**src/rtl/azadi_wb_pkg.sv**
```systemverilog
// Shared definitions for the Azadi Wishbone responder: FSM states,
// register offsets inside the 256-byte window and register bit positions.
package azadi_wb_pkg;

  typedef enum logic {
    ST_IDLE = 1'b0,
    ST_ACK  = 1'b1
  } wb_state_e;

  localparam logic [7:0] OFF_CTRL      = 8'h00;
  localparam logic [7:0] OFF_CPB       = 8'h04;
  localparam logic [7:0] OFF_STATUS    = 8'h08;
  localparam logic [7:0] OFF_MBOX_DATA = 8'h0C;
  localparam logic [7:0] OFF_MBOX_STAT = 8'h10;

  localparam int CTRL_PROG_BIT    = 0;
  localparam int CTRL_SOC_RST_BIT = 1;

  localparam int MBOX_CNT_W     = 5;
  localparam int STAT_EMPTY_BIT = 8;
  localparam int STAT_FULL_BIT  = 9;
  localparam int STAT_OVF_BIT   = 10;

endpackage

```
**src/rtl/azadi_wb_mbox_fifo.sv**
```systemverilog
// Mailbox FIFO: power-of-two depth, head word presented combinationally.
// A push while full is accepted only if a pop frees a slot in the same cycle;
// a pop while empty is ignored.
module azadi_wb_mbox_fifo
  import azadi_wb_pkg::*;
#(
  parameter int DEPTH = 4,
  parameter int DW    = 32
) (
  input  logic                  clk_i,
  input  logic                  rst_i,
  input  logic                  push_i,
  input  logic                  pop_i,
  input  logic [DW-1:0]         wdata_i,
  output logic [DW-1:0]         rdata_o,
  output logic [MBOX_CNT_W-1:0] count_o,
  output logic                  full_o,
  output logic                  empty_o
);

  localparam int AW = (DEPTH > 1) ? $clog2(DEPTH) : 1;

  logic [DW-1:0]         mem_q [DEPTH];
  logic [AW-1:0]         wptr_q, wptr_d, rptr_q, rptr_d;
  logic [MBOX_CNT_W-1:0] cnt_q, cnt_d;
  logic                  do_push, do_pop;

  assign full_o  = (cnt_q == MBOX_CNT_W'(DEPTH));
  assign empty_o = (cnt_q == '0);
  assign count_o = cnt_q;
  assign rdata_o = mem_q[rptr_q];

  assign do_pop  = pop_i & ~empty_o;
  assign do_push = push_i & (~full_o | do_pop);

  // pointer and occupancy update; pointers wrap naturally at DEPTH
  always_comb begin
    wptr_d = wptr_q;
    rptr_d = rptr_q;
    cnt_d  = cnt_q;
    if (do_push) wptr_d = wptr_q + AW'(1);
    if (do_pop)  rptr_d = rptr_q + AW'(1);
    if (do_push && !do_pop) cnt_d = cnt_q + MBOX_CNT_W'(1);
    if (do_pop && !do_push) cnt_d = cnt_q - MBOX_CNT_W'(1);
  end

  // pointer and count registers
  always_ff @(posedge clk_i or posedge rst_i) begin
    if (rst_i) begin
      wptr_q <= '0;
      rptr_q <= '0;
      cnt_q  <= '0;
    end else begin
      wptr_q <= wptr_d;
      rptr_q <= rptr_d;
      cnt_q  <= cnt_d;
    end
  end

  // storage array, no reset needed since reads are gated by the count
  always_ff @(posedge clk_i) begin
    if (do_push) mem_q[wptr_q] <= wdata_i;
  end

endmodule

```
**src/rtl/azadi_wb_responder.sv**
```systemverilog
// Wishbone register responder: CTRL / CPB / STATUS registers in a 256-byte
// window, plus an optional mailbox FIFO enabled by defining AZADI_WB_MBOX_EN.
// Every hit is acked exactly one cycle later; writes commit on the hit edge.
module azadi_wb_responder
  import azadi_wb_pkg::*;
#(
  parameter logic [31:0] BASE_ADDR       = 32'h3000_0000,
  parameter logic [15:0] CLKS_PER_BIT_RST = 16'd868,
  parameter int          MBOX_DEPTH       = 4
) (
  input  logic        wb_clk_i,
  input  logic        wb_rst_i,
  input  logic        wbs_stb_i,
  input  logic        wbs_cyc_i,
  input  logic        wbs_we_i,
  input  logic [3:0]  wbs_sel_i,
  input  logic [31:0] wbs_dat_i,
  input  logic [31:0] wbs_adr_i,
  output logic        wbs_ack_o,
  output logic [31:0] wbs_dat_o,
  output logic [15:0] clks_per_bit_o,
  output logic        prog_o,
  output logic        soc_rst_req_o,
  input  logic [31:0] soc_status_i,
  output logic [31:0] mbox_rdata_o,
  output logic        mbox_valid_o,
  input  logic        mbox_ready_i
);

  wb_state_e   state_q, state_d;
  logic        prog_q, prog_d, soc_rst_q, soc_rst_d;
  logic [15:0] cpb_q, cpb_d;
  logic [31:0] rdata_q, rdata_d, rd_mux, mbox_stat;
  logic        hit, wr_en;
  logic [7:0]  off;
  logic        unused_dat;

  assign off        = wbs_adr_i[7:0];
  assign hit        = wbs_cyc_i & wbs_stb_i & (wbs_adr_i[31:8] == BASE_ADDR[31:8]);
  assign wr_en      = (state_q == ST_IDLE) & hit & wbs_we_i;
  assign unused_dat = ^wbs_dat_i[31:16];

`ifdef AZADI_WB_MBOX_EN
  logic                  push_req, fifo_full, fifo_empty, pop_eff;
  logic [MBOX_CNT_W-1:0] fifo_cnt;
  logic                  ovf_q, ovf_d;

  assign push_req = wr_en & (off == OFF_MBOX_DATA) & (wbs_sel_i == 4'hF);
  assign pop_eff  = mbox_ready_i & ~fifo_empty;

  azadi_wb_mbox_fifo #(.DEPTH(MBOX_DEPTH), .DW(32)) u_mbox (
    .clk_i   (wb_clk_i),
    .rst_i   (wb_rst_i),
    .push_i  (push_req),
    .pop_i   (mbox_ready_i),
    .wdata_i (wbs_dat_i),
    .rdata_o (mbox_rdata_o),
    .count_o (fifo_cnt),
    .full_o  (fifo_full),
    .empty_o (fifo_empty)
  );

  // overflow is sticky on a dropped push, cleared by writing 1 to its bit
  always_comb begin
    ovf_d = ovf_q;
    if (wr_en && off == OFF_MBOX_STAT && wbs_sel_i[1] && wbs_dat_i[STAT_OVF_BIT]) ovf_d = 1'b0;
    if (push_req && fifo_full && !pop_eff) ovf_d = 1'b1;
  end

  // overflow flag register
  always_ff @(posedge wb_clk_i or posedge wb_rst_i) begin
    if (wb_rst_i) ovf_q <= 1'b0;
    else          ovf_q <= ovf_d;
  end

  assign mbox_stat    = {21'h0, ovf_q, fifo_full, fifo_empty, 3'b000, fifo_cnt};
  assign mbox_valid_o = ~fifo_empty;
`else
  logic unused_mbox_ready;
  assign unused_mbox_ready = mbox_ready_i;
  assign mbox_stat    = 32'h0;
  assign mbox_valid_o = 1'b0;
  assign mbox_rdata_o = 32'h0;
`endif

  // read-data selection for the addressed register
  always_comb begin
    rd_mux = 32'h0;
    case (off)
      OFF_CTRL: begin
        rd_mux[CTRL_PROG_BIT]    = prog_q;
        rd_mux[CTRL_SOC_RST_BIT] = soc_rst_q;
      end
      OFF_CPB:       rd_mux = {16'h0, cpb_q};
      OFF_STATUS:    rd_mux = soc_status_i;
      OFF_MBOX_STAT: rd_mux = mbox_stat;
      default:       rd_mux = 32'h0;
    endcase
  end

  // FSM next state, register writes and read-data capture at the hit
  always_comb begin
    state_d   = state_q;
    prog_d    = prog_q;
    soc_rst_d = soc_rst_q;
    cpb_d     = cpb_q;
    rdata_d   = rdata_q;
    case (state_q)
      ST_IDLE: begin
        if (hit) begin
          state_d = ST_ACK;
          rdata_d = wbs_we_i ? 32'h0 : rd_mux;
          if (wbs_we_i) begin
            case (off)
              OFF_CTRL: begin
                if (wbs_sel_i[0]) begin
                  prog_d    = wbs_dat_i[CTRL_PROG_BIT];
                  soc_rst_d = wbs_dat_i[CTRL_SOC_RST_BIT];
                end
              end
              OFF_CPB: begin
                if (wbs_sel_i[0]) cpb_d[7:0]  = wbs_dat_i[7:0];
                if (wbs_sel_i[1]) cpb_d[15:8] = wbs_dat_i[15:8];
              end
              default: ;
            endcase
          end
        end
      end
      ST_ACK:  state_d = ST_IDLE;
      default: state_d = ST_IDLE;
    endcase
  end

  // state and register file
  always_ff @(posedge wb_clk_i or posedge wb_rst_i) begin
    if (wb_rst_i) begin
      state_q   <= ST_IDLE;
      prog_q    <= 1'b0;
      soc_rst_q <= 1'b1;
      cpb_q     <= CLKS_PER_BIT_RST;
      rdata_q   <= 32'h0;
    end else begin
      state_q   <= state_d;
      prog_q    <= prog_d;
      soc_rst_q <= soc_rst_d;
      cpb_q     <= cpb_d;
      rdata_q   <= rdata_d;
    end
  end

  assign wbs_ack_o      = (state_q == ST_ACK);
  assign wbs_dat_o      = wbs_ack_o ? rdata_q : 32'h0;
  assign prog_o         = prog_q;
  assign soc_rst_req_o  = soc_rst_q;
  assign clks_per_bit_o = cpb_q;

endmodule

```
**config.mk**
```make
export PLATFORM = sky130hd
export DESIGN_NAME = azadi_wb_responder
export DESIGN_NICKNAME = d
export VERILOG_FILES = /design/src/rtl/azadi_wb_pkg.sv /design/src/rtl/azadi_wb_mbox_fifo.sv /design/src/rtl/azadi_wb_responder.sv
export SDC_FILE = /design/constraint.sdc
export NUM_CORES = 1
export LEC_CHECK = 0
export CAP_MARGIN = 10
export CELL_PAD_IN_SITES_DETAIL_PLACEMENT = 1
export CELL_PAD_IN_SITES_GLOBAL_PLACEMENT = 1
export CORE_MARGIN = 2
export CORE_UTILIZATION = 23
export CTS_CLUSTER_DIAMETER = 80
export CTS_CLUSTER_SIZE = 16
export DETAILED_ROUTE_END_ITERATION = 10
export GPL_ROUTABILITY_DRIVEN = 0
export PLACE_DENSITY = 0.76
export SLEW_MARGIN = 20
export SYNTH_ARGS = -nofsm -noshare
export SYNTH_HDL_FRONTEND = slang
export SYNTH_HIERARCHICAL = 1
export SYNTH_SLANG_ARGS = --single-unit
```
**constraint.sdc**
```tcl
create_clock -name wb_clk_i -period 1.5 [get_ports wb_clk_i]
set_input_delay 0.15 -clock wb_clk_i [delete_from_list [all_inputs] [get_ports wb_clk_i]]
set_output_delay 0.15 -clock wb_clk_i [all_outputs]
set_load 0.02 [all_outputs]
```
==> results by group, run 1 <==
Setup path
  – Worst reg2reg setup slack: -0.09 ns
  – Reg2reg start: wbs_ack_o$_DFF_PP0_
  – Critical path's slowest cell: mux2_4
  – Critical Path Start Type: input pin
  – Arr. time, crit path: 1.77 ns
  – Kind of cell adding the most delay to the critical path: simple AND/OR/NAND/NOR gates
  – Required time of the critical path: 1.68 ns
  – Critical Path Sink: clks_per_bit_o[4]$_DFFE_PP0P_
  – Worst r2r dst: clks_per_bit_o[4]$_DFFE_PP0P_
  – CP max FO: 6
  – Worst path cell trace: clkdlybuf4s15_1, nor4_2, nand4_1, buf_6, buf_6, nor4_4, buf_6, mux2_4
  – CP max stage delay: 0.30 ns
  – Most used cell along the critical path: buf_6
  – WS Path Type: in -> reg
  – Critical Path Start: wbs_adr_i[11]
  – Path depth of the worst reg2reg path: 5
  – Crit path capture type: flip-flop
  – Worst path bufs/invs: 4
  – Levels on crit path: 8

Logic synthesis
  – Syn Std Cell Area: 2860 µm²
  – Synth Warn #: 6
  – Post-synth EDFFs: 0
  – Gate Count Post-Synth: 272
  – Top_reg_cell synth: dfrtp_1
  – Mean Syn Cell Area: 10.5 µm²
  – Synth unique cells: 28
  – Synth async-reset ratio: 1.00
  – Flops & latches, synth: 51
  – Sequential share of the synthesized area: 0.449

Global routing
  – Vias in the first global route: 2718
  – Pin count of the biggest net entering global routing: 52
  – GR Util All Layers: 0.148
  – Grt ovf: 0
  – Initial antenna violation count: 0
  – First-pass GRT wire length: 14900 µm

STA
  – Unrepaired setup endpoints after global routing: true
  – Max Fclk: 0.626 GHz
  – Post-route setup slack: -0.0980 ns
  – Setup violators final: 37
  – Fin crit share: 1.07
  – Min Hold Slack: 0.236 ns
  – Skew final: 0.00552 ns
  – Count of pins over their slew limit: 0
  – Number of hold violations in the final report: 0
  – Final min period: 1.60 ns

Place
  – Hpwl dp: 7110 µm
  – DP Area: 4570 µm²
  – Port-buffer cells: 137

Drt
  – DRC viols: 0
  – Routed WL per cell: 16.1 µm
  – Antenna-violating nets left: 0
  – Met2 Routed Length: 5010 µm
  – Total wire length: 9770 µm
  – Vias/cell: 4.10
  – Initial DRC count: 77
  – Met1 Wirelength: 4050 µm
  – WL met3: 573 µm
  – Drt first pass iters: 4
  – Max layer used: met4
  – Vias: 2491

Power
  – Leak: 2.31 nW
  – Tot Pwr: 0.00294 W
  – Pwr dens: 596 nW/µm²
  – Peak supply drop: 0.375 mV

Floorplan
  – Starting Density: 0.237
  – Die Footprint: 13300 µm²
  – # rows: 40
  – DIE WIDTH: 115 µm
  – Die height: 115 µm
  – I/O pin count: 190
  – Core Box Area: 12100 µm²

Clock tree
  – Clock Tree Buf Depth: 2
  – Clk pin slew, worst setup/hold paths: 0.07 ns
  – Clk_lat worst skew: 0.29 ns
  – CTS Buf Count: 5
  – CTS H-tree lvls: 2
  – CTS tree: done
  – Clk root buf: clkbuf_16
  – Clk sink count: 51

Min path
  – Worst Hold Class: in -> async

Layout
  – Fin area: 4930 µm²
  – Share of layout cells above drive strength 1: 0.323
  – Layout Utilization: 0.409
  – Fillers: 1373
  – Layout area overhead: 72.5%
  – Commonest non-fill, non-tap cells in the layout: clkdlybuf4s50_1 (63), dfrtp_1 (44), conb_1 (33), and2_1 (32), mux2_4 (31)
  – N_diodes: 0
  – # nets final: 544
  – Most common cell after layout, fill and taps aside: clkdlybuf4s50_1

Job
  – # Max-Cap Violations: 0

Run status
  – Status: finished, violations left
  – Violated checks: negative setup slack
==> per-stage QoR <==
step                      setup WS, ns  std cells  TNS (ns)
after floorplan                 -0.269        304     -8.55
after global placement          -0.699        587    -28.13
after detailed placement        -0.740        587    -29.98
after CTS                       -0.179        607     -3.38
after global routing            -0.202        607     -4.62
final                          -0.0980        607     -1.67
==> Yosys cell counts, types with 2 or more instances <==
cell | n | area (µm²)
dfrtp_1 | 45 | 1130
buf_4 | 36 | 270
mux2_2 | 33 | 372
and2_1 | 32 | 200
nand2_1 | 21 | 78.8
mux2i_1 | 18 | 180
inv_1 | 17 | 63.8
nor2_1 | 17 | 63.8
a22oi_1 | 14 | 105
clkbuf_1 | 7 | 26.3
dfstp_2 | 6 | 158
nor4_1 | 5 | 31.3
a21oi_1 | 2 | 10.0
nor2b_1 | 2 | 12.5
nor4_4 | 2 | 42.5
nor4bb_1 | 2 | 20.0
or2_2 | 2 | 12.5
==> power breakdown <==
group / total [W] / switching (W) / internal (W)
Clock: 0.00116 / 0.000498 / 0.000663
Sequential: 0.00138 / 0.000000000405 / 0.00138
Combinational: 0.000400 / 0.000189 / 0.000211
Total: 0.00294 / 0.000687 / 0.00225
==> routing by layer <==
| layer | vias up | global-route usage |
|---|---|---|
| met5 | - | 0 |
| met4 | 0 | 0.0418 |
| met3 | 8 | 0.0335 |
| met2 | 96 | 0.258 |
| met1 | 1214 | 0.183 |
| li1 | 1173 | - |
==> worst min path at each step <==
stage,start,to,slack [ns],cells after the start
after floorplan,wbs_dat_i[2],clks_per_bit_o[2]$_DFFE_PP1P_,0.29,1
after global placement,rdata_q[5]$_DFFE_PP0P_,rdata_q[5]$_DFFE_PP0P_,0.49,1
after detailed placement,rdata_q[1]$_DFFE_PP0P_,rdata_q[1]$_DFFE_PP0P_,0.49,1
after CTS,wb_rst_i,rdata_q[31]$_DFFE_PP0P_,0.24,3
after global routing,wb_rst_i,rdata_q[31]$_DFFE_PP0P_,0.25,3
final,wb_rst_i,rdata_q[31]$_DFFE_PP0P_,0.24,3
==> repair_timing <==
item                                    4_1_cts  5_1_grt
hold buffers                                  0        0
endpoints found under the setup margin       89       68
resized for setup                           162       54
cloned                                        3        0
setup buffers                                 9        1
pin swaps                                    13       13
==> layout make-up <==
type / count / area [µm²] / share of cell area
Timing Repair Buffer: 172 / 1690 / 0.343
Clock buffer: 7 / 143 / 0.0289
Tap cell: 168 / 210 / 0.0427
Inverter: 17 / 63.8 / 0.0129
Multi-Input combinational cell: 191 / 1530 / 0.310
Sequential cell: 51 / 1280 / 0.261
Clock inverter: 1 / 5.00 / 0.00102
==> cell families after synthesis <==
| group | count (synthesis) | share of synthesized area |
|---|---|---|
| AND/OR/NAND/NOR | 90 | 0.183 |
| buffers and inverters | 62 | 0.129 |
| multiplexers | 52 | 0.197 |
| flip-flops | 51 | 0.449 |
| AO/OA/AOI/OAI | 16 | 0.0403 |
| other | 1 | 0.00131 |
==> worst register-to-register path, stage by stage, from the launching register on <==
cell and delay [ns]:
dfrtp_2 0.42, nand4b_1 0.20, buf_6 0.17, nor4_4 0.18, buf_6 0.19, mux2_4 0.31
==> state kept, by name, indices dropped and copies added, names as in the netlist <==
name            count
soc_rst_req_o       1
rdata_q            32
prog_o              1
wbs_ack_o           1
clks_per_bit_o     16
No activity file was read; power rests on OpenSTA's default activity.
==> run 2: changes to the inputs <==
--- a/config.mk
+++ b/config.mk
@@ -9,12 +9,12 @@
 export CELL_PAD_IN_SITES_DETAIL_PLACEMENT = 1
 export CELL_PAD_IN_SITES_GLOBAL_PLACEMENT = 1
 export CORE_MARGIN = 2
-export CORE_UTILIZATION = 23
+export CORE_UTILIZATION = 28
 export CTS_CLUSTER_DIAMETER = 80
 export CTS_CLUSTER_SIZE = 16
 export DETAILED_ROUTE_END_ITERATION = 10
 export GPL_ROUTABILITY_DRIVEN = 0
-export PLACE_DENSITY = 0.76
+export PLACE_DENSITY = 0.86
 export SLEW_MARGIN = 20
 export SYNTH_ARGS = -nofsm -noshare
 export SYNTH_HDL_FRONTEND = slang
==> constraint.sdc (replaced) <==
create_clock -name wb_clk_i -period 2.1 [get_ports wb_clk_i]
set_input_delay 0.21 -clock wb_clk_i [delete_from_list [all_inputs] [get_ports wb_clk_i]]
set_output_delay 0.21 -clock wb_clk_i [all_outputs]
set_load 0.02 [all_outputs]
==> run 2 against run 1 <==
Effect of this change:
- the flow now finishes without violations
- largest cell class unchanged
- clock power fell by 38%
- sequential cell count did not move
- sequential share of layout area rose by 2.3 points
- die area fell by 17%
- count of clock-buffer cells in the layout fell by 1
- register-to-register slack improved by 0.48 ns
- clock skew fell by 0.0031 ns
==> results by group, run 2 (synthesized netlist as in run 1, its figures left out) <==
Global routing
  – GRT busiest layer: met2
  – Grt ovf: 0
  – Vias in the first global route: 2713
  – Pin count of the biggest net entering global routing: 27
  – Initial antenna violation count: 0
  – M3 GR Usage: 0.0430
  – First-pass GRT wire length: 14200 µm
  – GR Util met1: 0.193
  – Met2 GRT Util: 0.291
  – GR Util All Layers: 0.161

STA
  – Fin crit share: 0.925
  – Min Hold Slack: 0.295 ns
  – Worst slew pin tran: 0.591 ns
  – Count of pins over their slew limit: 0
  – Unrepaired setup endpoints after global routing: false
  – Slew margin rel.: 0.606
  – Number of hold violations in the final report: 0
  – Skew final: 0.00240 ns
  – Max Fclk: 0.515 GHz
  – Setup violators final: 0
  – Final min period: 1.94 ns

Layout
  – Fin area: 4530 µm²
  – # nets final: 527
  – Fillers: 1127
  – N_diodes: 0
  – Commonest non-fill, non-tap cells in the layout: clkdlybuf4s50_1 (137), dfrtp_1 (44), mux2_2 (33), conb_1 (33), and2_1 (32)
  – Max reg flops: 32
  – FF/Latch Area: 1280 µm²
  – Register with the most flip-flops: rdata_q
  – Share of layout cells above drive strength 1: 0.175
  – Area used by multi-input combinational logic: 1340 µm²
  – Most common cell after layout, fill and taps aside: clkdlybuf4s50_1
  – Layout area overhead: 58.6%

Job
  – # Max-Cap Violations: 0

Setup path
  – Worst reg2reg setup slack: 0.39 ns
  – CP max FO: 22
  – Path depth of the worst reg2reg path: 5
  – Worst r2r dst: clks_per_bit_o[14]$_DFFE_PP0P_
  – Arr. time, crit path: 1.73 ns
  – Crit path capture type: output port
  – Critical Path Start Type: flip-flop
  – WS Path Type: reg -> out
  – Reg2reg start: wbs_ack_o$_DFF_PP0_
  – Required time of the critical path: 1.89 ns

Clock tree
  – CTS H-tree lvls: 2
  – CTS Buf Count: 5
  – CTS tree: done
  – Clock Tree Buf Depth: 2
  – # hold bufs at CTS: 0
  – Clk root buf: clkbuf_8
  – Clk_lat worst skew: 0.30 ns
  – Clk sink count: 51
  – Setup bufs post-CTS: 0
  – Clk pin slew, worst setup/hold paths: 0.10 ns

Floorplan
  – I/O pin count: 190
  – Core Box Area: 9820 µm²
  – Starting Density: 0.291
  – Die Footprint: 11000 µm²
  – Die height: 105 µm
  – DIE WIDTH: 105 µm
  – # rows: 36

Drt
  – DRC viols: 0
  – Total wire length: 8610 µm
  – Vias: 2446
  – Antenna-violating nets left: 0
  – Vias/cell: 4.41
  – Routed WL per cell: 15.5 µm
  – Drt first pass iters: 4
  – Initial DRC count: 87

Run status
  – Status: finished, final reports clean

Power
  – Leak: 1.95 nW
  – Peak supply drop: 0.307 mV
  – Pwr dens: 439 nW/µm²

Min path
  – Worst Hold Class: in -> async

Place
  – Port-buffer cells: 137
  – DP Area: 4400 µm²
  – Hpwl dp: 6830 µm
-- run 2: cell types whose count changed in the layout (fill, tap and decap cells not counted), sizes merged --
cell           delta
buf              -22
dlygate4sd2      -17
bufinv            +1
clkbuf           -21
clkdlybuf4s50    +74
dlymetal6s2s      -4
clkdlybuf4s15    -28
-- run 2: what timing repair did --
item	CTS	global route
setup endpoints to repair	1	14
pin swaps	0	0
resized for setup	1	2
-- run 2: report_power, final --
part | internal (W) | total [W] | leakage, nW | switching (W)
clock | 0.000386 | 0.000720 | 0.0612 | 0.000334
combinational | 0.000162 | 0.000285 | 1.28 | 0.000123
sequential | 0.000982 | 0.000982 | 0.605 | 0.000000000311
total | 0.00153 | 0.00199 | 1.95 | 0.000457
-- run 2: per-stage QoR --
stage	power, W	utilization	std cells	TNS, ns	setup WS (ns)
floorplan	0.00114	-	304	0	0.245
global placement	0.00128	0.448	547	-2.14	-0.135
detailed placement	0.00129	0.448	547	-4.06	-0.209
CTS	0.00202	0.460	555	0	0.0566
global route	0.00208	0.461	555	0	0.0517
finish	0.00199	0.461	555	0	0.157
-- run 2: worst max-delay path, stage by stage, from the launching register on --
cell and delay, ns:
dfrtp_2 0.45, buf_6 0.21, and2_1 0.16, clkdlybuf4s50_1 0.61
-- run 2: how the worst max path moves through the flow --
| stage | startpoint | end | slack, ns | cells after the start |
|---|---|---|---|---|
| after detailed placement | wbs_stb_i | prog_o$_DFFE_PP0P_ | -0.21 | 7 |
| after global routing | wbs_ack_o$_DFF_PP0_ | wbs_dat_o[3] | 0.05 | 3 |
| after floorplan | wbs_adr_i[13] | rdata_q[3]$_DFFE_PP0P_ | 0.24 | 5 |
| after global placement | wbs_stb_i | prog_o$_DFFE_PP0P_ | -0.13 | 7 |
| after CTS | wbs_ack_o$_DFF_PP0_ | wbs_dat_o[3] | 0.06 | 3 |
| final | wbs_ack_o$_DFF_PP0_ | wbs_dat_o[3] | 0.16 | 3 |
-- run 2: layout make-up --
class	count	area share
repair buffers	155	0.344
multi-input cells	191	0.295
flip-flops and latches	51	0.284
well taps	133	0.0367
clock buffers	6	0.0182
inverters	17	0.0141
clock inverters	2	0.00773
-- run 2: metal layers --
layer / vias up / wire length [µm] / part of all wire
met5: - / 0 / 0
met4: 0 / 49 / 0.0057
met3: 4 / 544 / 0.063
met2: 94 / 4510 / 0.52
met1: 1211 / 3500 / 0.41
li1: 1137 / - / -
